==> config.mk <==
export PLATFORM = sky130hd
export DESIGN_NAME = cmd_pulse_ctrl_flat
export DESIGN_NICKNAME = d
export VERILOG_FILES = /design/src/rtl/cmd_pulse_ctrl_if.sv /design/src/rtl/cmd_pulse_ctrl.sv /design/src/flat_wrapper.sv
export SDC_FILE = /design/constraint.sdc
export NUM_CORES = 1
export LEC_CHECK = 0
export ABC_AREA = 1
export CAP_MARGIN = 40
export CORE_MARGIN = 2
export CORE_UTILIZATION = 41
export DETAILED_ROUTE_END_ITERATION = 12
export PLACE_DENSITY = 0.72
export SYNTH_ARGS = -nofsm -noshare
export SYNTH_HDL_FRONTEND = slang
export SYNTH_SLANG_ARGS = --single-unit
==> constraint.sdc <==
create_clock -name clk -period 1.4 [get_ports clk]
set_input_delay 0.21 -clock clk [delete_from_list [all_inputs] [get_ports clk]]
set_output_delay 0.21 -clock clk [all_outputs]
set_load 0.05 [all_outputs]
==> src/rtl/cmd_pulse_ctrl_if.sv <==
// ---------------------------------------------------------------------------
// cmd_pulse_ctrl_if
// Bundles the PS register bits and PL handshake signals of cmd_pulse_ctrl.
//
// Parameter
//   ARG_W           width of the command argument
//
// Signals
//   i_cmd_reg       PS register bit, 0->1 requests one command
//   i_cmd_arg       PS argument, captured when a request is accepted
//   i_clear_reg     PS register bit, 0->1 clears the sticky flags
//   i_done_pulse    PL one-cycle completion pulse
//   o_start_pulse   one-cycle command strobe to PL
//   o_cmd_arg       latched argument
//   o_busy          command outstanding
//   o_done_flag     sticky: command completed
//   o_drop_flag     sticky: request discarded while not idle
//   o_timeout_flag  sticky: command abandoned on timeout
//   o_cmd_cnt       count of accepted commands
//
// Modports
//   slave   the controller (drives the o_* signals)
//   master  the PS/PL side (drives the i_* signals)
// ---------------------------------------------------------------------------
interface cmd_pulse_ctrl_if #(
  parameter int ARG_W = 16
);
  logic             i_cmd_reg;
  logic [ARG_W-1:0] i_cmd_arg;
  logic             i_clear_reg;
  logic             i_done_pulse;
  logic             o_start_pulse;
  logic [ARG_W-1:0] o_cmd_arg;
  logic             o_busy;
  logic             o_done_flag;
  logic             o_drop_flag;
  logic             o_timeout_flag;
  logic [15:0]      o_cmd_cnt;

  modport slave (
    input  i_cmd_reg,
    input  i_cmd_arg,
    input  i_clear_reg,
    input  i_done_pulse,
    output o_start_pulse,
    output o_cmd_arg,
    output o_busy,
    output o_done_flag,
    output o_drop_flag,
    output o_timeout_flag,
    output o_cmd_cnt
  );

  modport master (
    output i_cmd_reg,
    output i_cmd_arg,
    output i_clear_reg,
    output i_done_pulse,
    input  o_start_pulse,
    input  o_cmd_arg,
    input  o_busy,
    input  o_done_flag,
    input  o_drop_flag,
    input  o_timeout_flag,
    input  o_cmd_cnt
  );
endinterface

==> src/rtl/cmd_pulse_ctrl.sv <==
// ---------------------------------------------------------------------------
// cmd_pulse_ctrl
// Turns a PS register-bit rising edge into a single registered start strobe
// for PL logic, tracks the outstanding command until PL reports completion,
// and keeps sticky status flags plus an accepted-command counter.
//
// Parameters
//   ARG_W        width of the command argument
//   TIMEOUT_CYC  BUSY cycles allowed before the command is abandoned
//                (only meaningful when CMD_TIMEOUT_EN is defined)
//
// Ports
//   clk          single clock, rising edge
//   rst          synchronous, active-high reset
//   bus          cmd_pulse_ctrl_if.slave (see interface header for signals)
//
// Build option
//   CMD_TIMEOUT_EN  when defined, a BUSY-cycle counter abandons a command
//                   after TIMEOUT_CYC cycles and sets o_timeout_flag;
//                   when undefined, BUSY waits forever for i_done_pulse and
//                   o_timeout_flag is tied low.
// ---------------------------------------------------------------------------
module cmd_pulse_ctrl #(
  parameter int ARG_W       = 16,
  parameter int TIMEOUT_CYC = 1000000
) (
  input  logic            clk,
  input  logic            rst,
  cmd_pulse_ctrl_if.slave bus
);

  typedef enum logic [1:0] {
    ST_IDLE  = 2'd0,
    ST_START = 2'd1,
    ST_BUSY  = 2'd2
  } state_t;

  state_t state_reg;
  state_t state_next;

  // ---------------------------------------------------------------------
  // Edge detection on the two PS register bits: bit 0 = cmd, bit 1 = clear.
  // The delay copies follow the inputs even during reset, so a level that
  // is already high when reset releases is not seen as a new edge.
  // ---------------------------------------------------------------------
  logic [1:0] lvl;
  logic [1:0] lvl_dly_reg;
  logic       req;
  logic       clr;

  assign lvl = {bus.i_clear_reg, bus.i_cmd_reg};
  assign req = lvl[0] & ~lvl_dly_reg[0];
  assign clr = lvl[1] & ~lvl_dly_reg[1];

  always_ff @(posedge clk) begin
    lvl_dly_reg <= lvl;
  end

  // ---------------------------------------------------------------------
  // Optional BUSY timeout
  // ---------------------------------------------------------------------
  logic tmo_expire;

`ifdef CMD_TIMEOUT_EN
  localparam int TMO_W = (TIMEOUT_CYC > 2) ? $clog2(TIMEOUT_CYC) : 1;

  logic [TMO_W-1:0] tmo_cnt_reg;
  logic             tmo_set;
  logic             timeout_flag_reg;

  // BUSY is only ever entered from START, so clearing in START is the same
  // as clearing on entry to BUSY.
  always_ff @(posedge clk) begin
    if (rst) begin
      tmo_cnt_reg <= '0;
    end else if (state_reg == ST_START) begin
      tmo_cnt_reg <= '0;
    end else if (state_reg == ST_BUSY) begin
      tmo_cnt_reg <= tmo_cnt_reg + 1'b1;
    end
  end

  assign tmo_expire = (state_reg == ST_BUSY) &&
                      (tmo_cnt_reg == TMO_W'(TIMEOUT_CYC - 1));

  // A completion pulse on the expiry cycle takes priority over the timeout.
  assign tmo_set = tmo_expire & ~bus.i_done_pulse;

  always_ff @(posedge clk) begin
    if (rst) begin
      timeout_flag_reg <= 1'b0;
    end else begin
      timeout_flag_reg <= tmo_set | (timeout_flag_reg & ~clr);
    end
  end

  assign bus.o_timeout_flag = timeout_flag_reg;
`else
  // Timeout logic not built: never expires, flag permanently low.
  assign tmo_expire         = (TIMEOUT_CYC < 1) & 1'b0;
  assign bus.o_timeout_flag = 1'b0;
`endif

  // ---------------------------------------------------------------------
  // FSM: state register
  // ---------------------------------------------------------------------
  always_ff @(posedge clk) begin
    if (rst) begin
      state_reg <= ST_IDLE;
    end else begin
      state_reg <= state_next;
    end
  end

  // ---------------------------------------------------------------------
  // FSM: next-state logic
  // ---------------------------------------------------------------------
  always_comb begin
    state_next = state_reg;
    case (state_reg)
      ST_IDLE: begin
        if (req) begin
          state_next = ST_START;
        end
      end
      ST_START: begin
        state_next = ST_BUSY;
      end
      ST_BUSY: begin
        if (bus.i_done_pulse || tmo_expire) begin
          state_next = ST_IDLE;
        end
      end
      default: begin
        state_next = ST_IDLE;
      end
    endcase
  end

  // ---------------------------------------------------------------------
  // FSM: output logic. Produces the next values of every registered output
  // so that the strobe and busy lines come straight from flops.
  // ---------------------------------------------------------------------
  logic             start_pulse_reg;
  logic             start_pulse_next;
  logic             busy_reg;
  logic             busy_next;
  logic [ARG_W-1:0] cmd_arg_reg;
  logic [ARG_W-1:0] cmd_arg_next;
  logic [15:0]      cmd_cnt_reg;
  logic [15:0]      cmd_cnt_next;
  logic             done_flag_reg;
  logic             done_flag_next;
  logic             drop_flag_reg;
  logic             drop_flag_next;
  logic             accept;
  logic             drop_set;
  logic             done_set;

  always_comb begin
    accept   = (state_reg == ST_IDLE) && req;
    drop_set = (state_reg != ST_IDLE) && req;
    // Completion outside BUSY (IDLE or START) is deliberately ignored.
    done_set = (state_reg == ST_BUSY) && bus.i_done_pulse;

    start_pulse_next = (state_next == ST_START);
    busy_next        = (state_next != ST_IDLE);

    cmd_arg_next = cmd_arg_reg;
    cmd_cnt_next = cmd_cnt_reg;
    if (accept) begin
      cmd_arg_next = bus.i_cmd_arg;
      cmd_cnt_next = cmd_cnt_reg + 16'd1;  // wraps silently at 16'hFFFF
    end

    // Set has priority over a coincident clear edge.
    done_flag_next = done_set | (done_flag_reg & ~clr);
    drop_flag_next = drop_set | (drop_flag_reg & ~clr);
  end

  always_ff @(posedge clk) begin
    if (rst) begin
      start_pulse_reg <= 1'b0;
      busy_reg        <= 1'b0;
      cmd_arg_reg     <= '0;
      cmd_cnt_reg     <= 16'd0;
      done_flag_reg   <= 1'b0;
      drop_flag_reg   <= 1'b0;
    end else begin
      start_pulse_reg <= start_pulse_next;
      busy_reg        <= busy_next;
      cmd_arg_reg     <= cmd_arg_next;
      cmd_cnt_reg     <= cmd_cnt_next;
      done_flag_reg   <= done_flag_next;
      drop_flag_reg   <= drop_flag_next;
    end
  end

  assign bus.o_start_pulse = start_pulse_reg;
  assign bus.o_busy        = busy_reg;
  assign bus.o_cmd_arg     = cmd_arg_reg;
  assign bus.o_cmd_cnt     = cmd_cnt_reg;
  assign bus.o_done_flag   = done_flag_reg;
  assign bus.o_drop_flag   = drop_flag_reg;

endmodule

==> src/flat_wrapper.sv <==
// flat-port wrapper written by rule: the top's interface ports become plain ports
module cmd_pulse_ctrl_flat 
#(
  parameter int ARG_W       = 16,
  parameter int TIMEOUT_CYC = 1000000
)
  (clk, rst, bus_i_cmd_reg, bus_i_cmd_arg, bus_i_clear_reg, bus_i_done_pulse, bus_o_start_pulse, bus_o_cmd_arg, bus_o_busy, bus_o_done_flag, bus_o_drop_flag, bus_o_timeout_flag, bus_o_cmd_cnt);
  cmd_pulse_ctrl_if #(.ARG_W(ARG_W)) bus_i ();
  input  logic clk;
  input  logic rst;
  input wire logic [$bits(bus_i.i_cmd_reg)-1:0] bus_i_cmd_reg;
  input wire logic [$bits(bus_i.i_cmd_arg)-1:0] bus_i_cmd_arg;
  input wire logic [$bits(bus_i.i_clear_reg)-1:0] bus_i_clear_reg;
  input wire logic [$bits(bus_i.i_done_pulse)-1:0] bus_i_done_pulse;
  output wire logic [$bits(bus_i.o_start_pulse)-1:0] bus_o_start_pulse;
  output wire logic [$bits(bus_i.o_cmd_arg)-1:0] bus_o_cmd_arg;
  output wire logic [$bits(bus_i.o_busy)-1:0] bus_o_busy;
  output wire logic [$bits(bus_i.o_done_flag)-1:0] bus_o_done_flag;
  output wire logic [$bits(bus_i.o_drop_flag)-1:0] bus_o_drop_flag;
  output wire logic [$bits(bus_i.o_timeout_flag)-1:0] bus_o_timeout_flag;
  output wire logic [$bits(bus_i.o_cmd_cnt)-1:0] bus_o_cmd_cnt;
  assign bus_i.i_cmd_reg = bus_i_cmd_reg;
  assign bus_i.i_cmd_arg = bus_i_cmd_arg;
  assign bus_i.i_clear_reg = bus_i_clear_reg;
  assign bus_i.i_done_pulse = bus_i_done_pulse;
  assign bus_o_start_pulse = bus_i.o_start_pulse;
  assign bus_o_cmd_arg = bus_i.o_cmd_arg;
  assign bus_o_busy = bus_i.o_busy;
  assign bus_o_done_flag = bus_i.o_done_flag;
  assign bus_o_drop_flag = bus_i.o_drop_flag;
  assign bus_o_timeout_flag = bus_i.o_timeout_flag;
  assign bus_o_cmd_cnt = bus_i.o_cmd_cnt;
  cmd_pulse_ctrl #(.ARG_W(ARG_W), .TIMEOUT_CYC(TIMEOUT_CYC)) u_core (.clk(clk), .rst(rst), .bus(bus_i));
endmodule
# After elaboration in Yosys (flattened, before gate mapping)
# Cells that the tools add are included.
word_totals:
  regBits: 40
  inputBits: 21
  output_inout_bits: 37
  wordCells: 30
classes:
  addsub: 1
  n_eq_ne: 3
  muxes: 3
  n_bitwise: 9
  n_reduce_logical: 6
op_table:
  columns: ["op", "count"]
  rows:
  - ["$add A16 B1 Y16 const B", 1]
  - ["$pmux W2 S3", 1]
  - ["$and A1 B1 Y1", 4]
  - ["$eq A2 B1 Y1 const B", 2]
  - ["$mux W2", 2]
  - ["$reduce_bool A2 Y1", 2]
  - ["$logic_and A1 B1 Y1", 3]
  - ["$not A1 Y1", 3]
  - ["$eq A2 B2 Y1 const B", 1]
  - ["$logic_not A2 Y1", 1]
  - ["$or A1 B1 Y1", 2]

# Longest topological paths before layout
# Gate-level depths: netlist of run 1.
depth:
  depth_word: 5
  depth_mapped: 9
  mapped_depth_nobuf: 9

# Least setup slack after synthesis of run 1
# Ideal clock, no wire load.
synth_path:
  kind: "flip-flop to flip-flop"
  from: "reg u_core.cmd_cnt_reg[0] (netlist: u_core.bus.o_cmd_cnt[0])"
  to: "reg u_core.cmd_cnt_reg[10] (netlist: u_core.bus.o_cmd_cnt[10])"
  setup_ns: 0.117
  arrival_ns: 1.507
  slack_ns: -0.224
  stages_incl_launch_ff: 9
  path_buffers: 0
  synth_period_minus_slack_ns: 1.624
  cell_sequence: "dfxtp_1 ha_1 nand2_1 inv_1 nand3_4 nor2_8 nand3_1 nand2_1 nor2_1"
synth_via:
  elab_chain_len: 1
synth_lines:
  columns: ["item", "line_no", "rtl"]
  rows:
  - ["from (decl)", "cmd_pulse_ctrl.sv:150", "logic [15:0] cmd_cnt_reg;"]
  - ["from (signal assigned)", "cmd_pulse_ctrl.sv:193", "cmd_cnt_reg <= cmd_cnt_next;"]
  - ["$add A16 B1 Y16", "cmd_pulse_ctrl.sv:173", "cmd_cnt_next = cmd_cnt_reg + 16'd1;"]
# Every way passes these cells.
# A chain may end at the register's enable or synchronous reset.

# Final worst setup path of run 1
# Ends and elaborated chain as after synthesis.

==> flow_metrics.tcl, run 1 <==
set metrics [dict create \
    drt_wl_total_mm 4.03 \
    crit_path_end_kind "register" \
    status "finished, final reports clean" \
    io_pins 58 \
    drv_slew 0 \
    synth.area.top_cells "dfxtp_1 44%, nor2_1 11%, o21ai_0 6.1%" \
    powerDensity_mw_per_mm2 862 \
    tritoncts "done" \
    fillerInstances 354 \
    critPathCapture "u_core.bus.o_cmd_cnt[10]" \
    port_buffers 56 \
    dieWidth_um 70.3 \
    post_synth.cell_area_avg_um2 7.86 \
    post_drt_wl_per_cell_um 11.8 \
    clock_sinks 40 \
    vias_per_cell 4.66 \
    finalNetCount 312 \
    rr_endpoint "u_core.bus.o_cmd_cnt[10]" \
    r2r_setup_slack_ns 0.11 \
    reg2reg_from "u_core.bus.o_cmd_cnt[0]" \
    crit_path_max_incr_delay_ns 0.38 \
    yosysTopAreaCellShare_pct 44.5 \
    num_rows 24 \
    min_period_over_period_pct 92.4 \
    place_hpwl_mm 3.03 \
    cp.arrival_ns 1.53 \
    min_path_type "in -> reg" \
    finalClockSkew_ns 0.00475 \
    grt_pass1_wl_mm 6.99 \
    dieArea_mm2 0.00494 \
    final_area_mm2 0.00288 \
    critPathSlowestCell "dfxtp_4" \
    grt_max_degree 30 \
    dieHeight_um 70.3 \
    cp-start-kind "register" \
    start_util_pct 41.9 \
    final_cell_mix "53 x nor2_1, 37 x buf_12, 29 x nand2_1" \
    clk_pin_slew_ns 0.07 \
    worstPathCellList "ha_2 > nand2_1 > inv_2 > nand3_4 > nor2_8 > nand2_1 > nand2_1 > nand2_1 > nor2_1" \
    root_buffer "clkbuf_8" \
    crit_type "reg -> reg" \
    drt-pass1-iter-count 4 \
    cap_violations 0 \
    cp_data_required_time_ns 1.64 \
    synthToLayoutAreaGrowth_pct 59.8 \
    ys_warn_count 0 \
    syn-num-nets 251 \
    multiInputGateArea_um2 820 \
    detail-route-antenna-nets 0 \
    antennaDiodeCount 0 \
    gr-usage-all-layers_pct 18.0 \
    rsz0062_at_grt "yes" \
    syn_inst 229 \
    max_freq_mhz 773 \
    finalSetupViolations 0 \
    cpMostUsedCell "nand2_1" \
    synth_seq_area_share_pct 44.5 \
    cts_hold_buf 0 \
    power.total_uw 2480 \
    r2r_cells 9 \
    post-route-min-period_ns 1.29 \
    antenna_found_initial 0 \
    htreeDepth 2 \
    synth_seq_cells 40 \
    cts_buffer_depth 2 \
    grt_pass1_vias 1546 \
    gr-total-overflow 0 \
    syn-cell-area_mm2 0.00180 \
    seq_area_um2 821 \
    ys_types 31 \
    p_leak_uw 0.00121 \
    cts_buffers 5 \
    synth_top_area_cell "dfxtp_1" \
    core_mm2 0.00429 \
    clk-insertion-delay-late_ns 0.30 \
    vias 1593 \
    post_dp_cell_area_mm2 0.00279 \
    hold_violations 0 \
    fin_tns_setup_ns 0 \
    cp_max_fo 7 \
    crit_start "u_core.bus.o_cmd_cnt[0]" \
    drt_iter0_drc 96 \
    layout_commonest_cell "nor2_1" \
    drc 0 \
    place.gp.congestion 0.815 \
    layout-drive-gt1-share_pct 30.3 \
    peakVddDrop_v 0.000637 \
]
==> repair_timing <==
action | CTS | global route
setup buffers | 0 | 0
gates resized for setup | 0 | 6
endpoints found under the setup margin | 0 | 3
==> routing by layer <==
metal,vias to the layer above,GRT usage [%],wire length [um]
met1,715,21.6,1720
met3,5,7.50,266
met5,-,0,0
li1,837,-,-
met2,36,28.3,1980
met4,0,7.69,78
==> critical path: cells and delay by family, from the launching register on <==
family / cells / cell delay, ns
adder cells (fa/ha/maj): 1 / 0.17
buffers and inverters: 1 / 0.08
flip-flops: 1 / 0.38
AND/OR/NAND/NOR: 7 / 0.60
==> report_power, final <==
part / switching, uW / internal, uW
logic: 268 / 254
clock network: 387 / 339
registers: 48.2 / 1190
==> through the flow <==
stage	utilization [%]	instances	hold slack, ns	setup slack, ns
2_1_floorplan	-	229	0.238	0.00439
3_3_place_gp	64.9	335	0.481	-0.155
3_5_place_dp	64.9	335	0.492	-0.188
4_1_cts	66.8	342	0.383	0.0790
5_1_grt	67.0	342	0.384	0.000289
6_report	67.0	342	0.389	0.107
==> cell families after synthesis <==
logic type | count (synthesis) | share of synthesized area [%]
AOI/OAI and AO/OA | 35 | 10.0
xor gates and xnor gates | 1 | 0.487
adders and majority gates | 1 | 0.695
buffers and inverters | 37 | 10.1
DFF | 40 | 44.5
other | 1 | 0.208
and+or+nand+nor | 114 | 34.0
==> layout make-up <==
type / count / share of cell area, %
repair buffers: 63 / 34.3
flip-flops and latches: 40 / 28.5
multi-input cells: 152 / 28.5
inverters: 28 / 3.74
clock buffers: 6 / 2.52
well taps: 52 / 2.26
clock inverters: 1 / 0.174
==> Yosys cell counts <==
cell type / instances
a211oi_1: 1
nand3_1: 9
buf_2: 2
buf_12: 1
nand2_1: 29
clkbuf_1: 1
nor3_1: 4
a22oi_1: 1
inv_2: 5
o21ai_1: 1
nor2_1: 53
nand2_2: 2
inv_1: 21
nor3_2: 1
buf_4: 4
nor2_2: 1
nand3_2: 2
nand2_8: 1
nand3_4: 2
buf_6: 1
ha_1: 1
nand3b_1: 1
nand2_4: 3
nor2_8: 3
conb_1: 1
o21ai_0: 22
a21oi_1: 10
xor2_1: 1
nor2_4: 3
dfxtp_1: 40
clkinv_2: 2
==> worst min-delay path by stage <==
stage                             from  cells after the start                 endpoint
2_1_floorplan            bus_i_cmd_reg                      0    u_core.lvl_dly_reg[0]
6_report               bus_i_clear_reg                      1    u_core.lvl_dly_reg[1]
3_3_place_gp   u_core.bus.o_cmd_cnt[2]                      2  u_core.bus.o_cmd_cnt[2]
5_1_grt                bus_i_clear_reg                      1    u_core.lvl_dly_reg[1]
3_5_place_dp   u_core.bus.o_cmd_cnt[2]                      2  u_core.bus.o_cmd_cnt[2]
4_1_cts                bus_i_clear_reg                      1    u_core.lvl_dly_reg[1]
No activity file was read; power rests on OpenSTA's default activity.
==> run 2: changes to the inputs <==
--- a/config.mk
+++ b/config.mk
@@ -6,10 +6,12 @@
 export NUM_CORES = 1
 export LEC_CHECK = 0
 export ABC_AREA = 1
+export ABC_CLOCK_PERIOD_IN_PS = 1400
 export CAP_MARGIN = 40
 export CORE_MARGIN = 2
 export CORE_UTILIZATION = 41
 export DETAILED_ROUTE_END_ITERATION = 12
+export MAX_ROUTING_LAYER = met4
 export PLACE_DENSITY = 0.72
 export SYNTH_ARGS = -nofsm -noshare
 export SYNTH_HDL_FRONTEND = slang
==> run 2 against run 1 <==
Clock power hardly changed. Sequential cell count unchanged. Sequential share of layout area did not move. Fmax about the same. Cell count stayed put. Critical path depth stayed put. Critical path type unchanged. Largest power group unchanged.
==> flow_metrics.tcl, run 2 (synthesized netlist as in run 1, its figures left out) <==
set metrics [dict create \
    final_cell_mix "53 x nor2_1, 37 x buf_12, 29 x nand2_1" \
    post_dp_cell_area_mm2 0.00279 \
    port_buffers 56 \
    clock_sinks 40 \
    crit_start "u_core.bus.o_cmd_cnt[0]" \
    gr-usage-all-layers_pct 18.5 \
    min_path_type "in -> reg" \
    hp-start "bus_i_clear_reg" \
    clk_pin_slew_ns 0.07 \
    p_leak_uw 0.00121 \
    cts_hold_buf 0 \
    dieArea_mm2 0.00494 \
    core_mm2 0.00429 \
    vias 1593 \
    post_drt_wl_per_cell_um 11.8 \
    dieWidth_um 70.3 \
    synthToLayoutAreaGrowth_pct 59.8 \
    hold_violations 0 \
    cts_buffers 5 \
    finalNetCount 312 \
    io_pins 58 \
    powerDensity_mw_per_mm2 861 \
    grt_pass1_vias 1546 \
    drc 0 \
    root_buffer "clkbuf_8" \
    dieHeight_um 70.3 \
    crit_path_end_kind "register" \
    min_period_over_period_pct 92.3 \
    cp_data_required_time_ns 1.63 \
    cts_buffer_depth 2 \
    layout_commonest_cell "nor2_1" \
    finalSetupViolations 0 \
    start_util_pct 41.9 \
    cp_max_fo 7 \
    r2r_cells 9 \
    rr_endpoint "u_core.bus.o_cmd_cnt[10]" \
    antenna_found_initial 0 \
    antennaDiodeCount 0 \
    hold_depth 1 \
    peakVddDrop_v 0.000637 \
    rsz0062_at_grt "yes" \
    crit_type "reg -> reg" \
    cp-start-kind "register" \
    ctsResizeCount 0 \
    drt_wl_total_mm 4.04 \
    drt_iter0_drc 97 \
    detail-route-antenna-nets 0 \
    grt_pass1_wl_mm 6.98 \
    fin_tns_setup_ns 0 \
    grt_max_degree 30 \
    cp.arrival_ns 1.53 \
    layout-drive-gt1-share_pct 30.3 \
    gr-total-overflow 0 \
    vias_per_cell 4.66 \
    status "finished, final reports clean" \
    num_rows 24 \
    clk-insertion-delay-late_ns 0.30 \
    reg2reg_from "u_core.bus.o_cmd_cnt[0]" \
    drv_slew 0 \
    place.gp.congestion 0.827 \
    r2r_setup_slack_ns 0.11 \
    place_hpwl_mm 3.03 \
    finalClockSkew_ns 0.00561 \
    post-route-min-period_ns 1.29 \
    tritoncts "done" \
    max_freq_mhz 774 \
    post-cts-setup-buffer-count 0 \
    htreeDepth 2 \
    cap_violations 0 \
    worstHoldEndpoint "u_core.lvl_dly_reg[1]" \
    final_area_mm2 0.00288 \
    drt-pass1-iter-count 4 \
]
-- run 2: cell counts in the layout (fill, tap and decap cells not counted) --
Identical to the previous run, type by type.
-- run 2: layout make-up --
type,count,area [um^2]
multi-input combinational,152,820
fill,354,1420
clock buffer,6,72.6
clock inverter,1,5.00
inverter,28,108
sequential,40,821
timing repair buffer,63,986
tap,52,65.1
-- run 2: through the flow --
stage	hold WS, ns	power [uW]	setup WS, ns	std cells	util (%)
after CTS	0.383	2500	0.0790	342	66.8
after global routing	0.384	2580	0.000289	342	67.0
after global placement	0.481	1780	-0.155	335	64.9
final	0.390	2480	0.108	342	67.0
after floorplan	0.238	1510	0.00439	229	-
after detailed placement	0.492	1780	-0.188	335	64.9
-- run 2: how the worst max path moves through the flow --
stage          slack, ns                       end
2_1_floorplan      0.004  u_core.bus.o_cmd_cnt[10]
3_3_place_gp       -0.15  u_core.bus.o_cmd_cnt[14]
3_5_place_dp       -0.19  u_core.bus.o_cmd_cnt[12]
4_1_cts             0.08  u_core.bus.o_cmd_cnt[10]
5_1_grt           0.0003  u_core.bus.o_cmd_cnt[10]
6_report            0.11  u_core.bus.o_cmd_cnt[10]
-- run 2: worst max-delay path: stages, from the launching register on --
cell	delay [ns]
dfxtp_4	0.38
ha_2	0.17
nand2_1	0.06
inv_2	0.08
nand3_4	0.08
nor2_8	0.16
nand2_1	0.07
nand2_1	0.07
nand2_1	0.06
nor2_1	0.10
-- run 2: routing by layer --
metal	global-route usage, %	routed length, um	vias up
met4	7.69	76	0
met2	28.3	1980	38
met3	7.22	267	6
li1	-	-	837
met1	21.8	1710	712
met5	-	0	-
-- run 2: report_power, final --
part | switching [uW] | internal (uW)
combinational | 267 | 254
clock | 384 | 339
sequential | 48.0 | 1190
total | 699 | 1780
==> run 3: changes to the inputs <==
--- a/config.mk
+++ b/config.mk
@@ -10,6 +10,7 @@
 export CAP_MARGIN = 40
 export CORE_MARGIN = 2
 export CORE_UTILIZATION = 41
+export CTS_BUF_LIST = sky130_fd_sc_hd__clkbuf_4
 export DETAILED_ROUTE_END_ITERATION = 12
 export MAX_ROUTING_LAYER = met4
 export PLACE_DENSITY = 0.72
==> run 3 against run 2 <==
Die area did not move. Worst hold slack got worse by 0.073 ns. Non-clock buffer count rose by 1. Sequential share of layout area rose by 0.23 points. Sequential cell count did not move. Cell count rose by 0.29%. Clock power fell by 21%. Critical endpoint unchanged. Fmax rose by 1.5%. Clock-buffer cell count did not move. Largest cell class unchanged. Global-route usage rose by 0.19 points. Critical path depth did not move.
==> flow_metrics.tcl, run 3 (synthesized netlist as in run 1, its figures left out) <==
set metrics [dict create \
    drv_slew 0 \
    finalSetupViolations 0 \
    critPathBufInv 1 \
    gr-total-overflow 0 \
    antenna_found_initial 0 \
    peakVddDrop_v 0.000560 \
    grt_max_degree 30 \
    cp_max_fo 7 \
    io_pins 58 \
    min_path_type "in -> reg" \
    layout_commonest_cell "nor2_1" \
    clk_pin_slew_ns 0.11 \
    cp.arrival_ns 1.58 \
    core_mm2 0.00429 \
    cap_violations 0 \
    grt_pass1_vias 1544 \
    gr-usage-all-layers_pct 18.7 \
    crit_path_end_kind "register" \
    vias 1587 \
    worstPathCellList "ha_1 > nand2_1 > inv_1 > nand3_4 > nor2_8 > nand2_1 > nand2_1 > nand2_1 > nor2_1" \
    max_freq_mhz 785 \
    path_delay_family "simple AND/OR/NAND/NOR gates" \
    status "finished, final reports clean" \
    fin_cells 343 \
    grt_pass1_wl_mm 7.04 \
    dieHeight_um 70.3 \
    rsz0062_at_grt "yes" \
    p_leak_uw 0.00122 \
    critPathSlowestCell "dfxtp_4" \
    place_hpwl_mm 3.03 \
    crit_path_max_incr_delay_ns 0.39 \
    crit_type "reg -> reg" \
    cts_buffer_depth 2 \
    dieWidth_um 70.3 \
    cpMostUsedCell "nand2_1" \
    detail-route-antenna-nets 0 \
    post_drt_wl_per_cell_um 11.8 \
    finalClockSkew_ns 0.00981 \
    final_util_pct 66.5 \
    powerDensity_mw_per_mm2 817 \
    min_period_over_period_pct 91.0 \
    antennaDiodeCount 0 \
    root_buffer "clkbuf_4" \
    synthToLayoutAreaGrowth_pct 58.5 \
    port_buffers 56 \
    num_rows 24 \
    cts_hold_buf 0 \
    place.gp.congestion 0.827 \
    tritoncts "done" \
    cp-start-kind "register" \
    drc 0 \
    post-route-min-period_ns 1.27 \
    final_cell_mix "53 x nor2_1, 37 x buf_12, 29 x nand2_1" \
    cp_data_required_time_ns 1.70 \
    drt_wl_total_mm 4.06 \
    vias_per_cell 4.63 \
    post-place-cells 335 \
    finalNetCount 313 \
    layout-drive-gt1-share_pct 30.2 \
    clock_sinks 40 \
    hold_violations 0 \
    start_util_pct 41.9 \
    clk-insertion-delay-late_ns 0.36 \
    cts_buffers 5 \
    dieArea_mm2 0.00494 \
    drt_iter0_drc 117 \
    htreeDepth 2 \
    drt-pass1-iter-count 4 \
]
## run 3: report_power, final
| group | internal, uW | switching (uW) | leakage [uW] |
|---|---|---|---|
| combinational | 257 | 271 | 0.000851 |
| sequential | 1190 | 45.5 | 0.000333 |
| clock | 204 | 367 | 0.0000315 |
| total | 1650 | 684 | 0.00122 |
## run 3: timing repair
item,in CTS,in global routing
resized for setup,0,4
setup buffers,0,1
setup endpoints to repair,0,5
## run 3: routing by layer
layer / up-vias / routed length (um) / GRT usage [%]
met5: - / 0 / -
met4: 0 / 82 / 8.33
met3: 6 / 279 / 6.78
met2: 44 / 1960 / 28.3
met1: 698 / 1740 / 22.3
li1: 839 / - / -
## run 3: area by class of cell
class	instances	area, um^2
Fill cell	355	1440
Timing Repair Buffer	64	993
Sequential cell	40	821
Multi-Input combinational cell	152	817
Inverter	28	108
Tap cell	52	65.1
Clock buffer	6	45.0
Clock inverter	1	5.00
## run 3: final timing paths
path	from	endpoint	slack [ns]	cells past startpoint
min	bus_i_clear_reg	u_core.lvl_dly_reg[1]	0.32	1
max	u_core.bus.o_cmd_cnt[1]	u_core.bus.o_cmd_cnt[10]	0.13	9
min reg2reg	u_core.bus.o_cmd_cnt[2]	u_core.bus.o_cmd_cnt[2]	0.51	2
max reg2reg	u_core.bus.o_cmd_cnt[1]	u_core.bus.o_cmd_cnt[10]	0.13	9
## run 3: stage by stage
step	hold WS (ns)	setup TNS, ns	setup WS [ns]	cell area [um^2]	power (uW)
global route	0.302	-0.00562	-0.00562	2850	2430
CTS	0.308	0	0.0899	2840	2350
global placement	0.481	-2.11	-0.155	2790	1780
finish	0.317	0	0.127	2850	2330
floorplan	0.238	0	0.00439	1810	1510
detailed placement	0.492	-3.03	-0.188	2790	1780
